[src/rtl/rv_iopmp_err_capture.sv]
// IOPMP error-record stage: latches the first write/read violation, counts the rest, drives the wired IRQ.
// Optional message-signalled interrupt path is built when RV_IOPMP_ERR_MSI_EN is defined.
module rv_iopmp_err_capture #(
    parameter int unsigned RRID_W = 16,
    parameter int unsigned EID_W  = 16,
    parameter int unsigned CNT_W  = 8
) (
    input  logic              clk_i,
    input  logic              rst_ni,
    input  logic              wr_err_valid_i,
    input  logic [2:0]        wr_err_etype_i,
    input  logic [63:0]       wr_err_addr_i,
    input  logic [RRID_W-1:0] wr_err_rrid_i,
    input  logic [EID_W-1:0]  wr_err_eid_i,
    input  logic              rd_err_valid_i,
    input  logic [1:0]        rd_err_ttype_i,
    input  logic [2:0]        rd_err_etype_i,
    input  logic [63:0]       rd_err_addr_i,
    input  logic [RRID_W-1:0] rd_err_rrid_i,
    input  logic [EID_W-1:0]  rd_err_eid_i,
    input  logic              ie_i,
    input  logic              clr_i,
`ifdef RV_IOPMP_ERR_MSI_EN
    input  logic              msi_en_i,
    input  logic [63:0]       msi_addr_i,
    input  logic [10:0]       msi_data_i,
    output logic              msi_req_o,
    output logic [63:0]       msi_addr_o,
    output logic [10:0]       msi_data_o,
    input  logic              msi_ack_i,
`endif
    output logic              err_v_o,
    output logic [1:0]        err_ttype_o,
    output logic [2:0]        err_etype_o,
    output logic [31:0]       err_reqaddr_o,
    output logic [31:0]       err_reqaddrh_o,
    output logic [RRID_W-1:0] err_rrid_o,
    output logic [EID_W-1:0]  err_eid_o,
    output logic [CNT_W-1:0]  lost_cnt_o,
    output logic              irq_o
);

    typedef enum logic [1:0] {
        ST_IDLE     = 2'd0,
        ST_HELD     = 2'd1
`ifdef RV_IOPMP_ERR_MSI_EN
        ,
        ST_MSI_PEND = 2'd2
`endif
    } state_e;

    function automatic logic [CNT_W-1:0] sat_add(input logic [CNT_W-1:0] base,
                                                 input logic [1:0]       inc);
        logic [CNT_W+1:0] sum;
        sum = {2'b00, base} + {{CNT_W{1'b0}}, inc};
        if (sum > {2'b00, {CNT_W{1'b1}}}) begin
            return {CNT_W{1'b1}};
        end else begin
            return sum[CNT_W-1:0];
        end
    endfunction

    state_e              state_r;
    state_e              state_next_s;
    state_e              cap_state_s;
    logic                err_v_r;
    logic [1:0]          ttype_r;
    logic [2:0]          etype_r;
    logic [63:0]         addr_r;
    logic [RRID_W-1:0]   rrid_r;
    logic [EID_W-1:0]    eid_r;
    logic [CNT_W-1:0]    lost_cnt_r;

    logic                any_v_s;
    logic                clr_eff_s;
    logic                capture_s;
    logic [1:0]          inc_s;
    logic [CNT_W-1:0]    cnt_next_s;
    logic                err_v_next_s;
    logic [1:0]          sel_ttype_s;
    logic [2:0]          sel_etype_s;
    logic [63:0]         sel_addr_s;
    logic [RRID_W-1:0]   sel_rrid_s;
    logic [EID_W-1:0]    sel_eid_s;

`ifdef RV_IOPMP_ERR_MSI_EN
    logic                msi_req_r;
    logic [63:0]         msi_addr_r;
    logic [10:0]         msi_data_r;
    logic                msi_latch_s;
`endif

    // Next-state, capture decision, saturating lost count and write-first source select.
    always_comb begin
        any_v_s   = wr_err_valid_i | rd_err_valid_i;
        clr_eff_s = clr_i & (state_r != ST_IDLE);
        // A clear frees the record slot in the same cycle, so a coincident report is recorded.
        capture_s = any_v_s & ((state_r == ST_IDLE) | clr_eff_s);
        if (capture_s) begin
            inc_s = {1'b0, wr_err_valid_i & rd_err_valid_i};
        end else begin
            inc_s = {1'b0, wr_err_valid_i} + {1'b0, rd_err_valid_i};
        end
        cnt_next_s   = sat_add(clr_eff_s ? {CNT_W{1'b0}} : lost_cnt_r, inc_s);
        err_v_next_s = capture_s ? 1'b1 : (clr_eff_s ? 1'b0 : err_v_r);

        if (wr_err_valid_i) begin
            sel_ttype_s = 2'd2;
            sel_etype_s = wr_err_etype_i;
            sel_addr_s  = wr_err_addr_i;
            sel_rrid_s  = wr_err_rrid_i;
            sel_eid_s   = wr_err_eid_i;
        end else begin
            sel_ttype_s = rd_err_ttype_i;
            sel_etype_s = rd_err_etype_i;
            sel_addr_s  = rd_err_addr_i;
            sel_rrid_s  = rd_err_rrid_i;
            sel_eid_s   = rd_err_eid_i;
        end

`ifdef RV_IOPMP_ERR_MSI_EN
        cap_state_s = msi_en_i ? ST_MSI_PEND : ST_HELD;
`else
        cap_state_s = ST_HELD;
`endif

        case (state_r)
            ST_IDLE: begin
                state_next_s = capture_s ? cap_state_s : ST_IDLE;
            end
            ST_HELD: begin
                if (capture_s) begin
                    state_next_s = cap_state_s;
                end else if (clr_eff_s) begin
                    state_next_s = ST_IDLE;
                end else begin
                    state_next_s = ST_HELD;
                end
            end
`ifdef RV_IOPMP_ERR_MSI_EN
            ST_MSI_PEND: begin
                // The message always completes; afterwards the record decides HELD vs IDLE.
                if (msi_ack_i) begin
                    state_next_s = err_v_next_s ? ST_HELD : ST_IDLE;
                end else begin
                    state_next_s = ST_MSI_PEND;
                end
            end
`endif
            default: begin
                state_next_s = ST_IDLE;
            end
        endcase

`ifdef RV_IOPMP_ERR_MSI_EN
        msi_latch_s = capture_s & msi_en_i & (state_r != ST_MSI_PEND);
`endif
    end

    // State, record, lost counter and MSI registers.
    always_ff @(posedge clk_i or negedge rst_ni) begin
        if (!rst_ni) begin
            state_r    <= ST_IDLE;
            err_v_r    <= 1'b0;
            ttype_r    <= 2'd0;
            etype_r    <= 3'd0;
            addr_r     <= 64'd0;
            rrid_r     <= {RRID_W{1'b0}};
            eid_r      <= {EID_W{1'b0}};
            lost_cnt_r <= {CNT_W{1'b0}};
`ifdef RV_IOPMP_ERR_MSI_EN
            msi_req_r  <= 1'b0;
            msi_addr_r <= 64'd0;
            msi_data_r <= 11'd0;
`endif
        end else begin
            state_r    <= state_next_s;
            err_v_r    <= err_v_next_s;
            lost_cnt_r <= cnt_next_s;
            if (capture_s) begin
                ttype_r <= sel_ttype_s;
                etype_r <= sel_etype_s;
                addr_r  <= sel_addr_s;
                rrid_r  <= sel_rrid_s;
                eid_r   <= sel_eid_s;
            end
`ifdef RV_IOPMP_ERR_MSI_EN
            msi_req_r <= (state_next_s == ST_MSI_PEND);
            if (msi_latch_s) begin
                msi_addr_r <= msi_addr_i;
                msi_data_r <= msi_data_i;
            end
`endif
        end
    end

    assign err_v_o        = err_v_r;
    assign err_ttype_o    = ttype_r;
    assign err_etype_o    = etype_r;
    assign err_reqaddr_o  = addr_r[31:0];
    assign err_reqaddrh_o = addr_r[63:32];
    assign err_rrid_o     = rrid_r;
    assign err_eid_o      = eid_r;
    assign lost_cnt_o     = lost_cnt_r;

`ifdef RV_IOPMP_ERR_MSI_EN
    assign msi_req_o  = msi_req_r;
    assign msi_addr_o = msi_addr_r;
    assign msi_data_o = msi_data_r;
    assign irq_o      = err_v_r & ie_i & ~msi_en_i;
`else
    assign irq_o      = err_v_r & ie_i;
`endif

endmodule

[config.mk]
export PLATFORM = sky130hd
export DESIGN_NAME = rv_iopmp_err_capture
export DESIGN_NICKNAME = d
export VERILOG_FILES = /design/src/rtl/rv_iopmp_err_capture.sv
export SDC_FILE = /design/constraint.sdc
export NUM_CORES = 1
export LEC_CHECK = 0
export ABC_AREA = 1
export ABC_CLOCK_PERIOD_IN_PS = 2100
export CELL_PAD_IN_SITES_DETAIL_PLACEMENT = 2
export CELL_PAD_IN_SITES_GLOBAL_PLACEMENT = 2
export CORE_ASPECT_RATIO = 1.1
export CORE_UTILIZATION = 29
export CTS_BUF_LIST = sky130_fd_sc_hd__clkbuf_16
export DETAILED_ROUTE_END_ITERATION = 6
export DONT_BUFFER_PORTS = 1
export GPL_ROUTABILITY_DRIVEN = 0
export PLACE_DENSITY = 0.84
export SYNTH_ARGS = -nofsm -noshare
export SYNTH_HDL_FRONTEND = slang
export SYNTH_SLANG_ARGS = --single-unit
[constraint.sdc]
create_clock -name clk_i -period 2.1 [get_ports clk_i]
set_clock_uncertainty 0.05 [all_clocks]
set_input_delay 0.42 -clock clk_i [delete_from_list [all_inputs] [get_ports clk_i]]
set_output_delay 0.42 -clock clk_i [all_outputs]
set_load 0.005 [all_outputs]
# Yosys cells after proc, flatten, opt, wreduce, memory -nomap -nowiden
# Cells that the tools add are included.
[op_classes] bitwise=6 n_mux=14 n_eq_ne=1 add_sub_neg=2 reduce_logical=3 order_cmp=1
[op_table] cell="64-bit 2-to-1 mux" count=1
[op_table] cell="16-bit 2-to-1 mux" count=2
[op_table] cell="8-bit 2-to-1 mux" count=2
[op_table] cell="8-bit by 2-bit adder with 9-bit output" count=1
[op_table] cell="9-bit by 8-bit > comparator with 1-bit output (second input constant)" count=1
[op_table] cell="1-bit 2-to-1 mux" count=5
[op_table] cell="1-bit AND" count=4
[op_table] cell="2-bit 2-to-1 mux" count=2
[op_table] cell="2-bit nonzero test" count=2
[op_table] cell="3-bit 2-to-1 mux" count=1
[op_table] cell="1-bit by 1-bit adder with 2-bit output" count=1
[op_table] cell="2-bit by 1-bit equality test with 1-bit output (second input constant)" count=1
[op_table] cell="2-bit zero test" count=1
[op_table] cell="1-bit bitwise OR" count=2
[op_table] cell="1-bit case mux with 2 select lines" count=1
[totals] out_inout_bits=111 elab_cells=35 regBits=112

# Logic depth before layout (Yosys ltp)
# Gate-level depths: netlist of run 1.
[logic_depth] ltp_word=8 ltp_mapped=15 depth_no_buf=13

# Least setup slack after synthesis of run 1
# OpenSTA, ideal clock, no wires.
[synth_timing] path_kind="in2reg" from="in wr_err_valid_i" to="reg lost_cnt_r[5] (netlist: lost_cnt_o[5])" slack_ns=-0.498 cell_stages=14 required_ns=1.921 setup_ns=0.129 n_path_buf=2 arrival_ns=2.419 path_cell_list="inv_1 > clkbuf_1 > ha_1 > a21oi_4 > buf_2 > inv_1 > nand2_1 > o21ai_0 > ha_1 > fa_1 > inv_1 > nor2_2 > nand2_1 > nand3_1"
[synth_between] elab_chain_cells=6 word_cells_on_any_way=8 cone_classes="add/sub: 2; order compare: 1; mux: 2; bitwise: 3"
[synth_rtl] item="from (decl)" line="10" text="input logic wr_err_valid_i,"
[synth_rtl] item="1-bit bitwise OR" line="95" text="any_v_s = wr_err_valid_i | rd_err_valid_i;"
[synth_rtl] item="1-bit AND" line="98" text="capture_s = any_v_s & ((state_r == ST_IDLE) | clr_eff_s);"
[synth_rtl] item="2-bit 2-to-1 mux (*)" line="99" text="if (capture_s) begin"
[synth_rtl] item="8-bit by 2-bit adder with 9-bit output (*)" line="55" text="sum = {2'b00, base} + {{CNT_W{1'b0}}, inc};"
[synth_rtl] item="9-bit by 8-bit > comparator with 1-bit output" line="56" text="if (sum > {2'b00, {CNT_W{1'b1}}}) begin"
[synth_rtl] item="8-bit 2-to-1 mux (*)" line="56"
[synth_rtl] item="net cnt_next_s[5]" line="78" text="logic [CNT_W-1:0] cnt_next_s;"
[synth_rtl] item="to (signal assigned)" line="170" text="lost_cnt_r <= {CNT_W{1'b0}};"
[synth_rtl] item="to (signal assigned)" line="179" text="lost_cnt_r <= cnt_next_s;"
[synth_rtl] item="to (decl)" line="72" text="logic [CNT_W-1:0] lost_cnt_r;"
# The timed path passes the listed nets; every way through them passes the cells marked *.
# A chain may end at the register's enable or synchronous reset.

# Worst setup path after layout of run 1
[layout_timing] from="reg state_r[0]" to="reg lost_cnt_r[5] (netlist: lost_cnt_o[5])"
[layout_between] elab_chain_cells=8 word_cells_on_any_way=10 cone_classes="add/sub: 1; order compare: 1; mux: 3; bitwise: 3; reduce/logical: 2"
[layout_rtl] item="from (decl)" line="63" text="state_e state_r;"
[layout_rtl] item="from (signal assigned)" line="177" text="state_r <= state_next_s;"
[layout_rtl] item="2-bit nonzero test" line="96" text="clr_eff_s = clr_i & (state_r != ST_IDLE);"
[layout_rtl] item="1-bit AND" line="96"
[layout_rtl] item="1-bit bitwise OR" line="98"
[layout_rtl] item="1-bit AND" line="98"
[layout_rtl] item="2-bit 2-to-1 mux" line="99"
[layout_rtl] item="8-bit by 2-bit adder with 9-bit output (*)" line="55"
[layout_rtl] item="9-bit by 8-bit > comparator with 1-bit output" line="56"
[layout_rtl] item="8-bit 2-to-1 mux (*)" line="56"
[layout_rtl] item="net cnt_next_s[5]" line="78"
# Marks and branches as above.

==> run summary, run 1 <==
Counting along the longest clock path gives a buffer depth of 2. TritonCTS created 9 clock buffers. The cell count after synthesis came out at 629. The wire length of the first global-routing pass came out at 25,000 um. The insertion delay of the later-clocked pin in the worst-skew pair came out at 0.35 ns. The worst setup path is captured at a flop. The sequential share of power is 55.1%.

The timing startpoint of the critical path is state_r[0]. The number of global-route vias before repair was 4,699. In this run the mean area of a mapped cell was 8.14 um2. The tightest min-delay check is of the primary input to asynchronous set/reset pin type. The final reports fail on negative hold slack. Of the cells placed in the final design, the portion with a size suffix greater than 1 is 4.80%. In this run the horizontal extent of the chip is 129 um.

Cell internal power was estimated by the tool at 3500 uW. The number of antenna violations at the first check in global routing came out at 0. The number of distinct library cell variants in the gate-level netlist after synthesis came out at 22. The final net count is 810. Once the clock tree was built, the resizer swapped 0 gates to a different size. Traced cell by cell, the critical path runs through a21oi_4 -> inv_4 -> nand2_1 -> o21ai_1 -> ha_2 -> fa_2 -> inv_2 -> nor2_4 -> nand2_2 -> nand3_1.

The number of failing setup endpoints in the final timing report came out at 0. The combinational group share of total power is 12.2%. The largest net degree at the start of global routing came out at 201. The power density over cell area is 896 nW/um2. The detailed-route DRC error count came out at 0. The worst hold margin came out at -0.292 ns. The total iterations of the first detailed-routing run is 4. The placeable core region came out at 17,100 um2.

The overall power consumption is 4970 uW. The I/O pin count is 317. In this run the critical register-to-register path is launched from state_r[0]. In this run the register-to-register setup slack is 0.12 ns. The peak per-stage delay on the critical path came out at 0.43 ns. The clock network power share is 32.6%. The number of violations reported at the end of detailed-routing iteration 0 is 150. The number of antenna-violating nets in the routed design came out at 0. The ratio of routed vias to standard cells came out at 5.09. The number of post-CTS setup repair buffers came out at 0. The number of nets in the synthesized netlist came out at 840. During placement, the flow inserted port buffers numbering 0.

The worst setup path is of the flop to flop kind. The tree is rooted in a sky130_fd_sc_hd__clkbuf_16. The diode insertion count for antenna repair came out at 0. For this run, the top clock speed supported by timing is 505 MHz. The final HPWL from detailed placement is 11,600 um. The worst reg2reg path depth came out at 10.

STA classifies the critical path startpoint as a flop. The starting utilization of the core area came out at 29.9%. The analysis attributes to net switching a power of 1480 uW. The worst-path maximum fanout is 8. The final-report hold violation count is 111. Net switching is 29.7% of the power. The synthesis-to-finish area growth came out at 8.46%.

The relative max-transition margin is 28.5%. Grouping stages by cell kind, the critical path spends the most delay in adder cells. The utilization after layout came out at 32.4%. The cell area that synthesis handed to floorplanning was 5120 um2. The clock period minus final worst setup slack is 1.98 ns. Counting every sink on the clock net gives 111.

For this block, the via count after detailed routing is 4,267. The final max-slew violation count came out at 0. After clock tree synthesis, the clock-pin slew on the worst setup and hold paths is 0.08 ns. The sum of buffers and inverters on the critical path is 2. The run finished, with violations left. Setup repair after global routing left no endpoint under its margin.

At the worst endpoint, the required time is 2.27 ns. The synthesized design contains 111 register bits. The floorplan die area is 18,200 um2.

The aggregate global routing overflow came out at 0. The sequential cell area fraction in the yosys report is 54.3%. TritonCTS built the clock tree. The cell with the biggest individual delay on the critical path is sky130_fd_sc_hd__dfrtp_1.

STA puts the critical path data arrival time at 2.15 ns. The final layout contains routed wiring with a total length of 16,100 um. The overall routing resource usage came out at 17.7%. The period utilization is 94.4%. The number of maximum-capacitance violations is 0. For the pin with the worst max-slew slack, the measured transition is 1.07 ns. The number of fill cells is 1,993. The synthesis warning total is 0. The worst supply voltage drop on vdd came out at 0.000322 V. In this run the critical register-to-register path is captured at lost_cnt_o[5]. The leakage power came out at 0.00241 uW. The H-tree depth is 3. The row count came out at 50. The die extent in y came out at 141 um. The post-detailed-route wirelength per cell is 19.3 um.
-- cell usage after synthesis, drive strengths merged --
master / number / area share [%]
xnor2: 1 / 0.17
inv: 16 / 1.2
nand4: 1 / 0.12
a21oi: 2 / 0.42
nand3: 9 / 0.88
xor2: 2 / 0.34
buf: 28 / 2.9
o21ai: 2 / 0.20
nand2: 227 / 17
nor3: 1 / 0.098
nor2: 107 / 7.9
clkbuf: 17 / 1.2
dfrtp: 111 / 54
ha: 4 / 0.98
fa: 1 / 0.39
a31oi: 99 / 12
nand3b: 1 / 0.15
-- cell usage in the layout (no fill, tap or decap), types with 2 or more instances in the layout --
master | netlist | layout
sky130_fd_sc_hd__clkinv_4 | 0 | 3
sky130_fd_sc_hd__clkbuf_16 | 0 | 9
sky130_fd_sc_hd__nand2_1 | 227 | 226
sky130_fd_sc_hd__dfrtp_1 | 111 | 111
sky130_fd_sc_hd__xor2_1 | 2 | 2
sky130_fd_sc_hd__a31oi_1 | 99 | 99
sky130_fd_sc_hd__inv_2 | 1 | 2
sky130_fd_sc_hd__ha_1 | 4 | 2
sky130_fd_sc_hd__nand3_1 | 9 | 9
sky130_fd_sc_hd__buf_4 | 0 | 3
sky130_fd_sc_hd__clkinv_1 | 0 | 2
sky130_fd_sc_hd__inv_1 | 15 | 12
sky130_fd_sc_hd__nor2_1 | 106 | 105
-- sequential cells by signal (all words and copies together), names as in the netlist --
register	cells
err_v_o	1
lost_cnt_o	8
addr_r	64
err_ttype_o	2
err_etype_o	3
err_rrid_o	16
err_eid_o	16
state_r	1
-- worst max path at each step --
stage                               end  depth (start not counted)
after floorplan           lost_cnt_o[5]                         14
after global placement    lost_cnt_o[7]                         12
after detailed placement  lost_cnt_o[5]                         12
after CTS                 lost_cnt_o[5]                         10
after global routing      lost_cnt_o[3]                         10
final                     lost_cnt_o[5]                         10
-- power by group through the flow --
| stage | Sequential, uW | Combinational, uW | Clock, uW |
|---|---|---|---|
| 4_1_cts | 2750 | 623 | 1680 |
| 3_5_place_dp | 2790 | 625 | 0 |
| 2_1_floorplan | 2670 | 535 | 0 |
| 6_report | 2740 | 609 | 1620 |
| 5_1_grt | 2780 | 709 | 1780 |
| 3_3_place_gp | 2780 | 558 | 0 |
-- area by class of cell --
cell class / count / area [um2] / share of cell area [%]
clock buffer: 9 / 225 / 4.06
clock inverter: 7 / 47.5 / 0.857
inverter: 16 / 70.1 / 1.26
multi-input combinational: 457 / 2090 / 37.7
sequential: 111 / 2780 / 50.0
tap: 234 / 293 / 5.28
timing repair buffer: 4 / 42.5 / 0.766
-- cells by family after synthesis --
family / count (synthesis) / synth area share, %
buffers and inverters: 61 / 5.33
DFF: 111 / 54.3
adders and majority gates: 5 / 1.37
and+or+nand+nor: 346 / 25.8
AOI/OAI and AO/OA: 103 / 12.7
xor gates and xnor gates: 3 / 0.514
-- layer usage --
metal  vias to the layer above  GRT usage [%]  wire length, um
met5                         -              0                0
met4                         0           5.82              189
met3                        11           6.26             1550
met2                       196           32.2             8500
met1                      2063           18.9             5890
li1                       1997              -                -
-- stage by stage --
step                worst slack (ns)  std cells  setup TNS [ns]  instance area (um2)
detailed placement           -0.0762        822          -0.449                 5280
floorplan                     -0.105        629          -0.719                 5170
finish                         0.118        838               0                 5550
CTS                            0.107        838               0                 5550
global placement              0.0433        822               0                 5280
global route                 0.00776        838               0                 5550
Power figures use the tool's default switching activity.
==> run 2: changes to the inputs <==
--- a/config.mk
+++ b/config.mk
@@ -5,17 +5,16 @@
 export SDC_FILE = /design/constraint.sdc
 export NUM_CORES = 1
 export LEC_CHECK = 0
-export ABC_AREA = 1
 export ABC_CLOCK_PERIOD_IN_PS = 2100
 export CELL_PAD_IN_SITES_DETAIL_PLACEMENT = 2
 export CELL_PAD_IN_SITES_GLOBAL_PLACEMENT = 2
 export CORE_ASPECT_RATIO = 1.1
-export CORE_UTILIZATION = 29
+export CORE_UTILIZATION = 36
 export CTS_BUF_LIST = sky130_fd_sc_hd__clkbuf_16
 export DETAILED_ROUTE_END_ITERATION = 6
 export DONT_BUFFER_PORTS = 1
 export GPL_ROUTABILITY_DRIVEN = 0
-export PLACE_DENSITY = 0.84
+export PLACE_DENSITY = 0.86
 export SYNTH_ARGS = -nofsm -noshare
 export SYNTH_HDL_FRONTEND = slang
 export SYNTH_SLANG_ARGS = --single-unit
==> run 2 against run 1 <==
Largest power group unchanged. Non-clock buffer count grew 6. Combinational power grew 41%. Sequential share of layout area shrank 5.9 points. The flow finishes with violations (negative hold slack, negative setup slack). Highest routed layer is now met5. Critical endpoint is now lost_cnt_o[6]. Worst hold slack gained 0.0066 ns. Routed wire length shrank 4.5%. Synthesized cell count shrank 39%. Core utilization grew 7.5 points.
==> run summary, run 2 <==
The leakage power came out at 0.00270 uW. The proportion of synthesized area in mux cells came out at 42.1%. The cell area after layout is 6290 um2. The insertion delay of the later-clocked pin in the worst-skew pair is 0.34 ns. Static timing analysis puts the maximum clock frequency at 456 MHz. The total length of routed wires came out at 15,400 um. The final-report hold violation count is 111. The flow ran to the end, but the final reports show violations. Setup violations remaining at the end of the flow were counted as 6. The share of the synthesized area in the top cell type came out at 47.4%. The register area came out at 2780 um2. The wire length of the first global-routing pass is 22,000 um.

The multi-input logic area is 2850 um2. The ratio of routed vias to standard cells came out at 5.47. Among all stages on the critical path, the largest delay is contributed by sky130_fd_sc_hd__dfrtp_1.

After detailed routing, the number of remaining DRC violations is 0. The actual transition at the worst max-transition pin came out at 0.699 ns. The final HPWL from detailed placement is 11,200 um. Clock tree synthesis found a total of 111 sinks. The total iterations of the first detailed-routing run is 4. The width of the die is 124 um. Among all flip-flop cells after synthesis, the most frequent one is sky130_fd_sc_hd__dfrtp_1. The critical path goes through a21oi_4 -> mux2_4 -> ha_4 -> fa_2 -> and3_4 -> and4b_1 -> a221oi_2. Summed over all failing endpoints, the final setup total negative slack is -0.216 ns.

The final setup slack of the worst path is -0.0952 ns. The cell area after synthesis is 5860 um2. The worst hold margin is -0.285 ns. The checks that failed: negative hold slack, negative setup slack. Of all cell types, the one taking the most synthesized area is sky130_fd_sc_hd__dfrtp_1. The worst-path maximum fanout came out at 4. In this run the vertical extent of the chip is 136 um. The final net count came out at 592. The number of buffers between clock root and the deepest sink came out at 2. The worst reg2reg path depth is 7.

The number of global-route vias before repair came out at 3,773. The number of distinct library cell variants in the gate-level netlist after synthesis is 34. The final cell count without fillers is 588. Of all flip-flops after synthesis, the portion carrying an async set or reset was 100%.

sky130_fd_sc_hd__mux2_2 is the most common cell in the netlist. The CTS tree is yes. The count of flip-flops with a built-in enable after synthesis is 0. The share of cells above drive strength 1 came out at 61.3%. The final max-slew violation count came out at 0. Ranked by flip-flop count, first place goes to addr_r.

The synthesis-to-finish area growth is 7.30%. Sequential cells were found to cover 47.4% of the synthesized design area. The floorplan die area came out at 16,800 um2. The post-detailed-route wirelength per cell is 26.2 um. The critical path data required time is 2.29 ns. The detailed router finished its first iteration with 90 violations. The count of buffers added on input and output ports is 0.

The worst setup path is launched from a flop. The register with the most flip-flops in the layout has 64 of them. The row count came out at 48.

The count of nets left with antenna violations once routing finished came out at 0. The power density over cell area is 855 nW/um2. The period utilization came out at 105%. After global routing the overflow that remains totals 0. The number of storage elements in the synthesis netlist is 111.

The filler cells instantiated in the layout total 1,537. The I/O pin count came out at 317. Of the total synthesized cell area, the portion taken by AND, OR, NAND and NOR gates is 2.22%. The path type of the worst min-delay path is primary input to asynchronous set/reset pin. Counting every net in the synthesized netlist gives 596.

The H-tree depth came out at 3. The largest net degree at the start of global routing came out at 112. The synthesis warning total is 0. Synthesis handed over a netlist of 385 instances. The library cells used most frequently in the layout, excluding fill and tap cells, are sky130_fd_sc_hd__mux2_2, sky130_fd_sc_hd__dfrtp_1, sky130_fd_sc_hd__mux2_4. After synthesis, the mean cell area works out to 15.2 um2. Headroom to the max-slew limit came out at 53.4%. The placeable core region is 15,800 um2. Leaving out fill and tap cells, the most frequent cell in the layout is sky130_fd_sc_hd__mux2_2. The xor and xnor area share after synthesis is 0%. The arrival time reported for the critical path endpoint came out at 2.39 ns. After synthesis, the cell types taking the most area are sky130_fd_sc_hd__dfrtp_1, sky130_fd_sc_hd__mux2_2, sky130_fd_sc_hd__mux2_4. The class of the most critical setup path is flop to flop. The overall power consumption is 5380 uW. The synthesized netlist devotes 2.09% of its cell area to compound gates.

The number of placed instances, taps included, is 567. Setup repair after global routing could not meet its margin everywhere. By area, the combinational part of the netlist is dominated by multiplexers. The clock period minus final worst setup slack is 2.20 ns. Ranked by instance count, the synthesized netlist is headed by sky130_fd_sc_hd__mux2_2, sky130_fd_sc_hd__dfrtp_1, sky130_fd_sc_hd__mux2_4, sky130_fd_sc_hd__buf_6, sky130_fd_sc_hd__buf_12. The total placed instance area is 5940 um2. The overall routing resource usage came out at 17.8%. The total via count in the routed design is 3,217.

The nature of the critical path endpoint is a flop. In this run the clock root is driven by a sky130_fd_sc_hd__clkbuf_16. Max-cap violations in this run came to 0. The post-placement worst setup slack is -0.378 ns.

The CTS clock-pin slew for the worst setup and hold paths is 0.07 ns. The worst supply voltage drop on vdd is 0.000393 V. The number of antenna violations at the first check in global routing came out at 5. The number of buffers created by CTS is 9. The peak per-stage delay on the critical path came out at 0.41 ns. Summing the areas of all fa, ha and maj instances in the mapped netlist gives 1.19% of the synthesized area. The starting utilization of the core area came out at 37.1%.
==> run 2: path summary, 6_finish.rpt <==
kind                                start             end  slack (ns)
setup / recovery               state_r[0]   lost_cnt_o[6]        -0.1
hold / removal                     rst_ni       addr_r[0]       -0.29
setup reg to reg               state_r[0]   lost_cnt_o[6]        -0.1
hold reg to reg            err_rrid_o[12]  err_rrid_o[12]        0.49
max in group asynchronous          rst_ni      addr_r[43]        2.13
min in group clk_i                  clr_i   lost_cnt_o[5]        0.09
==> run 2: layer usage <==
layer  track usage, %  vias up  wire, um
li1                 -     1388         -
met1             18.3     1621      5140
met2             33.0      198      8510
met3             7.05        8      1640
met4             4.82        2       103
met5                0        -        13
==> run 2: cell families after synthesis <==
group | count (synthesis)
multiplexers | 201
flip-flops | 111
buffers and inverters | 30
AND/OR/NAND/NOR | 21
AO/OA/AOI/OAI | 17
adder cells (fa/ha/maj) | 5
==> run 2: area by class of cell <==
type	instances	share of cell area [%]
timing repair buffer	10	1.39
inverter	5	0.338
antenna	3	0.119
clock inverter	6	1.09
tap	200	3.98
clock buffer	9	3.58
sequential	111	44.1
multi-input combinational	244	45.4
==> run 2: worst max-delay path, delay by kind of cell, from the launching register on <==
family,cells,cell delay (ns)
compound gates,2,0.43
fa+ha+maj,2,0.50
flops,1,0.41
mux,1,0.33
simple gates,2,0.38
==> run 2: what timing repair did <==
item | CTS | global route
endpoints found under the hold margin | 111 | 111
setup endpoints to repair | 2 | 5
gates cloned | 0 | 0
setup buffers | 0 | 3
gates resized for setup | 3 | 3
pin swaps | 0 | 4
==> run 2: where the power goes <==
part	leakage [uW]	internal (uW)	switching (uW)
clock network	0.000142	928	786
registers	0.00131	2480	327
logic	0.00125	581	275
total	0.00270	3990	1390
==> run 2: through the flow <==
stage / util [%] / hold WS (ns)
floorplan: - / 0.0744
finish: 39.8 / -0.285
global placement: 37.6 / 0.0767
CTS: 39.5 / -0.308
detailed placement: 37.6 / 0.0769
global route: 39.8 / -0.313
